===== src/rtl/stepper_pkg.sv =====
// Shared types and constants for the stepper command path.
package stepper_pkg;

  localparam int unsigned DEF_SIZE  = 64;
  localparam int unsigned FRAC_BITS = DEF_SIZE >> 1;

  localparam logic DIR_POS = 1'b1;
  localparam logic DIR_NEG = 1'b0;

  typedef enum logic [2:0] {
    S_IDLE    = 3'd0,
    S_CALC    = 3'd1,
    S_SETUP   = 3'd2,
    S_START   = 3'd3,
    S_ACK     = 3'd4,
    S_RUN     = 3'd5,
    S_RELEASE = 3'd6
  } seq_state_t;

endpackage


===== src/rtl/move_delta.sv =====
// Relative move arithmetic: target - position as a signed word, split into
// direction and unsigned magnitude, with a flag when the move is unrepresentable.
module move_delta
  import stepper_pkg::*;
#(
  parameter int unsigned SIZE = DEF_SIZE
) (
  input  logic [SIZE-1:0] target_i,
  input  logic [SIZE-1:0] position_i,
  output logic [SIZE-1:0] magnitude_o,
  output logic            dir_o,
  output logic            overflow_o,
  output logic            zero_o
);

  localparam logic [SIZE-1:0] MOST_NEG = {1'b1, {(SIZE-1){1'b0}}};
  localparam logic [SIZE-1:0] ONE      = {{(SIZE-1){1'b0}}, 1'b1};

  logic [SIZE-1:0] delta_s;
  logic            sub_ovf_s;

  // Subtract and classify; the most-negative delta has no positive magnitude
  always_comb begin
    delta_s     = target_i - position_i;
    sub_ovf_s   = (target_i[SIZE-1] != position_i[SIZE-1]) &&
                  (delta_s[SIZE-1] != target_i[SIZE-1]);
    overflow_o  = sub_ovf_s || (delta_s == MOST_NEG);
    zero_o      = (delta_s == {SIZE{1'b0}});
    if (delta_s[SIZE-1]) begin
      magnitude_o = ~delta_s + ONE;
      dir_o       = DIR_NEG;
    end else begin
      magnitude_o = delta_s;
      dir_o       = DIR_POS;
    end
  end

endmodule


===== src/rtl/move_sequencer.sv =====
// Command sequencer in front of angle_to_step: turns absolute targets into
// direction + magnitude moves and runs the enable/done handshake for each move.
module move_sequencer
  import stepper_pkg::*;
#(
  parameter int unsigned SIZE        = DEF_SIZE,
  parameter int unsigned DIR_SETUP   = 25,
  parameter int unsigned ACK_TIMEOUT = 8
) (
  input  logic            clk_i,
  input  logic            rst_ni,
  input  logic            cmd_valid_i,
  output logic            cmd_ready_o,
  input  logic [SIZE-1:0] cmd_target_i,
  input  logic            cmd_home_i,
  input  logic            abort_i,
  output logic            step_enable_o,
  input  logic            step_done_i,
  output logic [SIZE-1:0] step_angle_o,
  output logic            dir_o,
  output logic            busy_o,
  output logic [SIZE-1:0] position_o,
  output logic            fault_o
);

  localparam int unsigned CNT_MAX = (DIR_SETUP > ACK_TIMEOUT) ? DIR_SETUP : ACK_TIMEOUT;
  localparam int unsigned CNT_W   = $clog2(CNT_MAX) + 1;
  // SETUP plus the single START cycle together give DIR_SETUP cycles of stable dir
  localparam logic [CNT_W-1:0] SETUP_LAST = CNT_W'(DIR_SETUP - 2);
  localparam logic [CNT_W-1:0] ACK_LAST   = CNT_W'(ACK_TIMEOUT - 1);
  localparam logic [CNT_W-1:0] CNT_ONE    = CNT_W'(1);

  seq_state_t      state_q, state_d;
  logic [CNT_W-1:0] cnt_q, cnt_d;
  logic [SIZE-1:0] target_q, target_d;
  logic [SIZE-1:0] position_q, position_d;
  logic [SIZE-1:0] angle_q, angle_d;
  logic            dir_q, dir_d;
  logic            enable_q, enable_d;
  logic            fault_q, fault_d;
  logic            busy_q, busy_d;

  logic [SIZE-1:0] mag_s;
  logic            mdir_s, ovf_s, zero_s;
  logic            accept_s, abort_s;

  move_delta #(.SIZE(SIZE)) u_delta (
    .target_i    (target_q),
    .position_i  (position_q),
    .magnitude_o (mag_s),
    .dir_o       (mdir_s),
    .overflow_o  (ovf_s),
    .zero_o      (zero_s)
  );

  assign cmd_ready_o   = (state_q == S_IDLE) && !abort_i;
  assign accept_s      = cmd_valid_i && cmd_ready_o;
  assign abort_s       = abort_i && (state_q inside {S_SETUP, S_START, S_ACK, S_RUN});

  assign step_enable_o = enable_q;
  assign step_angle_o  = angle_q;
  assign dir_o         = dir_q;
  assign busy_o        = busy_q;
  assign position_o    = position_q;
  assign fault_o       = fault_q;

  // State register and all registered outputs
  always_ff @(posedge clk_i or negedge rst_ni) begin
    if (!rst_ni) begin
      state_q    <= S_IDLE;
      cnt_q      <= {CNT_W{1'b0}};
      target_q   <= {SIZE{1'b0}};
      position_q <= {SIZE{1'b0}};
      angle_q    <= {SIZE{1'b0}};
      dir_q      <= 1'b0;
      enable_q   <= 1'b0;
      fault_q    <= 1'b0;
      busy_q     <= 1'b0;
    end else begin
      state_q    <= state_d;
      cnt_q      <= cnt_d;
      target_q   <= target_d;
      position_q <= position_d;
      angle_q    <= angle_d;
      dir_q      <= dir_d;
      enable_q   <= enable_d;
      fault_q    <= fault_d;
      busy_q     <= busy_d;
    end
  end

  // Next-state and shared cycle counter
  always_comb begin
    state_d = state_q;
    cnt_d   = cnt_q;
    case (state_q)
      S_IDLE: begin
        if (accept_s && !cmd_home_i && !fault_q) state_d = S_CALC;
        else                                     state_d = S_IDLE;
      end
      S_CALC: begin
        if (ovf_s || zero_s) begin
          state_d = S_IDLE;
        end else begin
          state_d = S_SETUP;
          cnt_d   = {CNT_W{1'b0}};
        end
      end
      S_SETUP: begin
        if (abort_s) begin
          state_d = S_IDLE;
        end else if (cnt_q == SETUP_LAST) begin
          state_d = S_START;
          cnt_d   = {CNT_W{1'b0}};
        end else begin
          cnt_d   = cnt_q + CNT_ONE;
        end
      end
      S_START: begin
        if (abort_s) begin
          state_d = S_IDLE;
        end else begin
          state_d = S_ACK;
          cnt_d   = {CNT_W{1'b0}};
        end
      end
      S_ACK: begin
        if (abort_s)                 state_d = S_IDLE;
        else if (!step_done_i)       state_d = S_RUN;
        else if (cnt_q == ACK_LAST)  state_d = S_IDLE;
        else                         cnt_d   = cnt_q + CNT_ONE;
      end
      S_RUN: begin
        if (abort_s)          state_d = S_IDLE;
        else if (step_done_i) state_d = S_RELEASE;
        else                  state_d = S_RUN;
      end
      S_RELEASE: state_d = S_IDLE;
      default:   state_d = S_IDLE;
    endcase
  end

  // Datapath and handshake outputs; abort in RUN outranks a coincident done
  always_comb begin
    target_d   = target_q;
    position_d = position_q;
    angle_d    = angle_q;
    dir_d      = dir_q;
    enable_d   = enable_q;
    fault_d    = fault_q;
    busy_d     = (state_d != S_IDLE);
    case (state_q)
      S_IDLE: begin
        if (accept_s && cmd_home_i) begin
          position_d = cmd_target_i;
          fault_d    = 1'b0;
        end else if (accept_s && !fault_q) begin
          target_d   = cmd_target_i;
        end else begin
          target_d   = target_q;
        end
      end
      S_CALC: begin
        if (ovf_s) begin
          fault_d = 1'b1;
        end else if (!zero_s) begin
          dir_d   = mdir_s;
          angle_d = mag_s;
        end else begin
          fault_d = fault_q;
        end
      end
      S_SETUP, S_RUN: begin
        if (abort_s) begin
          fault_d  = 1'b1;
          enable_d = 1'b0;
        end else begin
          enable_d = enable_q;
        end
      end
      S_START: begin
        if (abort_s) begin
          fault_d  = 1'b1;
          enable_d = 1'b0;
        end else begin
          enable_d = 1'b1;
        end
      end
      S_ACK: begin
        if (abort_s || (step_done_i && (cnt_q == ACK_LAST))) begin
          fault_d  = 1'b1;
          enable_d = 1'b0;
        end else begin
          enable_d = enable_q;
        end
      end
      S_RELEASE: begin
        enable_d   = 1'b0;
        position_d = target_q;
      end
      default: enable_d = 1'b0;
    endcase
  end

endmodule


===== config.mk =====
export PLATFORM = sky130hd
export DESIGN_NAME = move_sequencer
export DESIGN_NICKNAME = d
export VERILOG_FILES = /design/src/rtl/stepper_pkg.sv /design/src/rtl/move_delta.sv /design/src/rtl/move_sequencer.sv
export SDC_FILE = /design/constraint.sdc
export NUM_CORES = 1
export LEC_CHECK = 0
export BUFFER_PORTS_ARGS = -buffer_cell sky130_fd_sc_hd__buf_2
export CAP_MARGIN = 40
export CORE_UTILIZATION = 60
export CTS_BUF_LIST = sky130_fd_sc_hd__clkbuf_8
export DETAILED_ROUTE_END_ITERATION = 6
export PLACE_DENSITY = 0.81
export SKIP_LAST_GASP = 1
export SYNTH_ARGS = -nofsm -noshare
export SYNTH_HDL_FRONTEND = slang
export SYNTH_SLANG_ARGS = --single-unit

===== constraint.sdc =====
create_clock -name clk_i -period 5.3 [get_ports clk_i]
set_input_delay 0.265 -clock clk_i [delete_from_list [all_inputs] [get_ports clk_i]]
set_output_delay 0.265 -clock clk_i [all_outputs]
set_load 0.005 [all_outputs]

==> metrics.yaml <==
outcome: "complete, no violations"
cts_buffers: 36
ys_async_sr_fraction: 1.00
reg2reg_to: "step_angle_o[63]"
synthDistinctLibCells: 93
ioPinCount: 203
synth_area_um2: 15400
synth_nets: 1904
post_layout_nonfiller_instances: 2353
grt_pass1_vias: 13900
die_w_um: 162
period_minus_slack_ns: 5.11
netlist.area_leader.share: 0.334
hp-start: "abort_i"
clockBufferDepth: 3
ant_nets: 0
dp.final_hpwl_mm: 34.3
netlist_top_cells_area: "dfrtp_1 33%, a21oi_1 5.9%, mux2_2 5.5%"
cp_max_fo: 38
critPathLaunchType: "register"
synth_edf_count: 0
fillCellCount: 1966
drt_iter0_markers: 1484
ys_seq_elements: 205
cts_setup_buffers: 0
tightest_slew_ns: 1.08
grt_pass1_wl_mm: 74.0
maxCapViolations: 0
post-route-period-util: 0.964
synth_most_common_cell: "dfrtp_1"
clk-insertion-delay-late_ns: 0.54
r2r-start: "position_o[1]"
postSynthAreaPerCell_um2: 8.69
synth_area_leader_cell: "dfrtp_1"
slew_viol_final: 0
layout-drive-gt1-share: 0.204
rrSetupSlack_ns: 0.19
clock_tree.root_cell: "clkbuf_8"
hold_viol_final: 0
cts_tree: "built"
area_growth_pct: 16.6
hp-class: "input pin to register"
core-area_um2: 25100
viasPerCell: 6.36
dieArea_um2: 26200
grtUsageTotal: 0.354
final_net_count: 2137
clock_sinks: 205
gp_congestion: 0.991
fin_hold_ws_ns: 0.0266
num_vias: 15000
cp-end-kind: "register"
totalWireLength_mm: 46.7
hold_path_depth: 2
grt.busiest_layer: "met2"
rr_worst_depth: 15
clk_pin_slew_ns: 0.06
max_slew_margin: 0.265
yosysSeqAreaShare: 0.334
wire_per_inst_um: 19.9
grt_antenna_before_repair: 1
overflow: 0
die_h_um: 162
start_util: 0.612
std_cell_rows: 58
max_freq_ghz: 0.196
synth_top_flop_cell: "dfrtp_1"
min_to: "state_q[2]"
drc: 0
ys_warn_count: 0
gr-usage-met3: 0.0546
io_buffers: 202
dp_cells: 2227
grt_max_degree: 84
critPathKind: "register to register"
grt_use_met1: 0.508
setup_violations: 0
critPathArrivalTime_ns: 5.52
crit_required_ns: 5.71
fin_worst_skew_ns: 0.0124
ys_top_cells_by_count: "205 x dfrtp_1, 181 x a21oi_1, 174 x nor2_1"
syn_inst: 1767
htree_num_levels: 2
grtUsageMet2: 0.556
drt_pass1_iterations: 7
registers in the layout, summed over array words and instances, names as in the netlist:
register	count
cnt_q	6
fault_o	1
dir_o	1
position_o	64
state_q	3
busy_o	1
step_enable_o	1
step_angle_o	64
target_q	64
how the worst max path moves through the flow:
stage / slack, ns / from / to
2_1_floorplan: 0.85 / position_o[0] / step_angle_o[10]
3_3_place_gp: 0.52 / position_o[1] / dir_o
3_5_place_dp: 0.37 / position_o[1] / dir_o
4_1_cts: 0.36 / position_o[1] / dir_o
5_1_grt: -0.04 / position_o[1] / dir_o
6_report: 0.19 / position_o[1] / step_angle_o[63]
cells in the final DEF, fill, tap and decap left out, types with 11 or more instances in the layout:
| cell type | instances |
|---|---|
| clkbuf_8 | 40 |
| a21o_1 | 24 |
| buf_2 | 201 |
| nor3_1 | 49 |
| a21oi_1 | 181 |
| nand4_1 | 30 |
| inv_1 | 99 |
| a211oi_1 | 12 |
| dlygate4sd3_1 | 65 |
| nand2_1 | 128 |
| o21ai_0 | 132 |
| and3_1 | 13 |
| dfrtp_1 | 205 |
| o21ai_1 | 11 |
| mux2_4 | 30 |
| ha_1 | 66 |
| o211ai_1 | 12 |
| mux2_2 | 75 |
| mux2i_1 | 69 |
| nor4_1 | 16 |
| buf_4 | 21 |
| xor2_1 | 20 |
| nand3_1 | 32 |
| xnor2_1 | 77 |
| nor2_1 | 174 |
| a31oi_1 | 28 |
| or3_1 | 19 |
logic make-up after synthesis:
logic type / share of synthesized area
AND/OR/NAND/NOR: 0.171
AO/OA/AOI/OAI: 0.205
flip-flops: 0.334
buffers and inverters: 0.0496
multiplexers: 0.129
XOR/XNOR: 0.0559
adder cells (fa/ha/maj): 0.0551
metal layers:
layer / vias to the layer above / wire length (um)
met5: - / 0
met4: 0 / 864
met3: 67 / 3610
met2: 671 / 21200
met1: 7314 / 21000
li1: 6912 / -
repair_timing:
item | 4_1_cts | 5_1_grt
setup endpoints to repair | 0 | 48
resized for setup | 0 | 2
hold buffers | 65 | 0
endpoints found under the hold margin | 145 | 0
stage by stage:
step	util	TNS, ns	area (um^2)	setup slack (ns)
2_1_floorplan	-	0	15400	0.845
3_3_place_gp	0.660	0	16600	0.524
3_5_place_dp	0.661	0	16600	0.371
6_report	0.713	0	17900	0.191
5_1_grt	0.713	-0.100	17900	-0.0387
4_1_cts	0.713	0	17900	0.358
worst max-delay path, cell delays in order (launching register included):
cell	delay, ns
dfrtp_1	0.41
inv_1	0.06
ha_1	0.26
nor2b_1	0.17
o2111ai_1	0.32
a2111oi_0	1.06
o311ai_2	0.25
nand2_1	0.15
and4_1	0.23
nor4_1	0.10
a211oi_1	0.54
nand4_1	0.34
o31ai_4	0.31
or2_4	0.19
buf_12	0.23
mux2_2	0.36
area by class of cell:
cell class	count	area, um^2	area share
Multi-Input combinational cell	1383	9530	0.532
Sequential cell	205	5130	0.286
Timing Repair Buffer	292	1900	0.106
Clock buffer	39	537	0.0300
Tap cell	330	413	0.0231
Inverter	82	308	0.0172
Clock inverter	21	95.1	0.00531
Antenna cell	1	2.50	0.000140
Power is not shown: default switching activity piles up to over one toggle a cycle in this logic, so the estimate is an artifact.
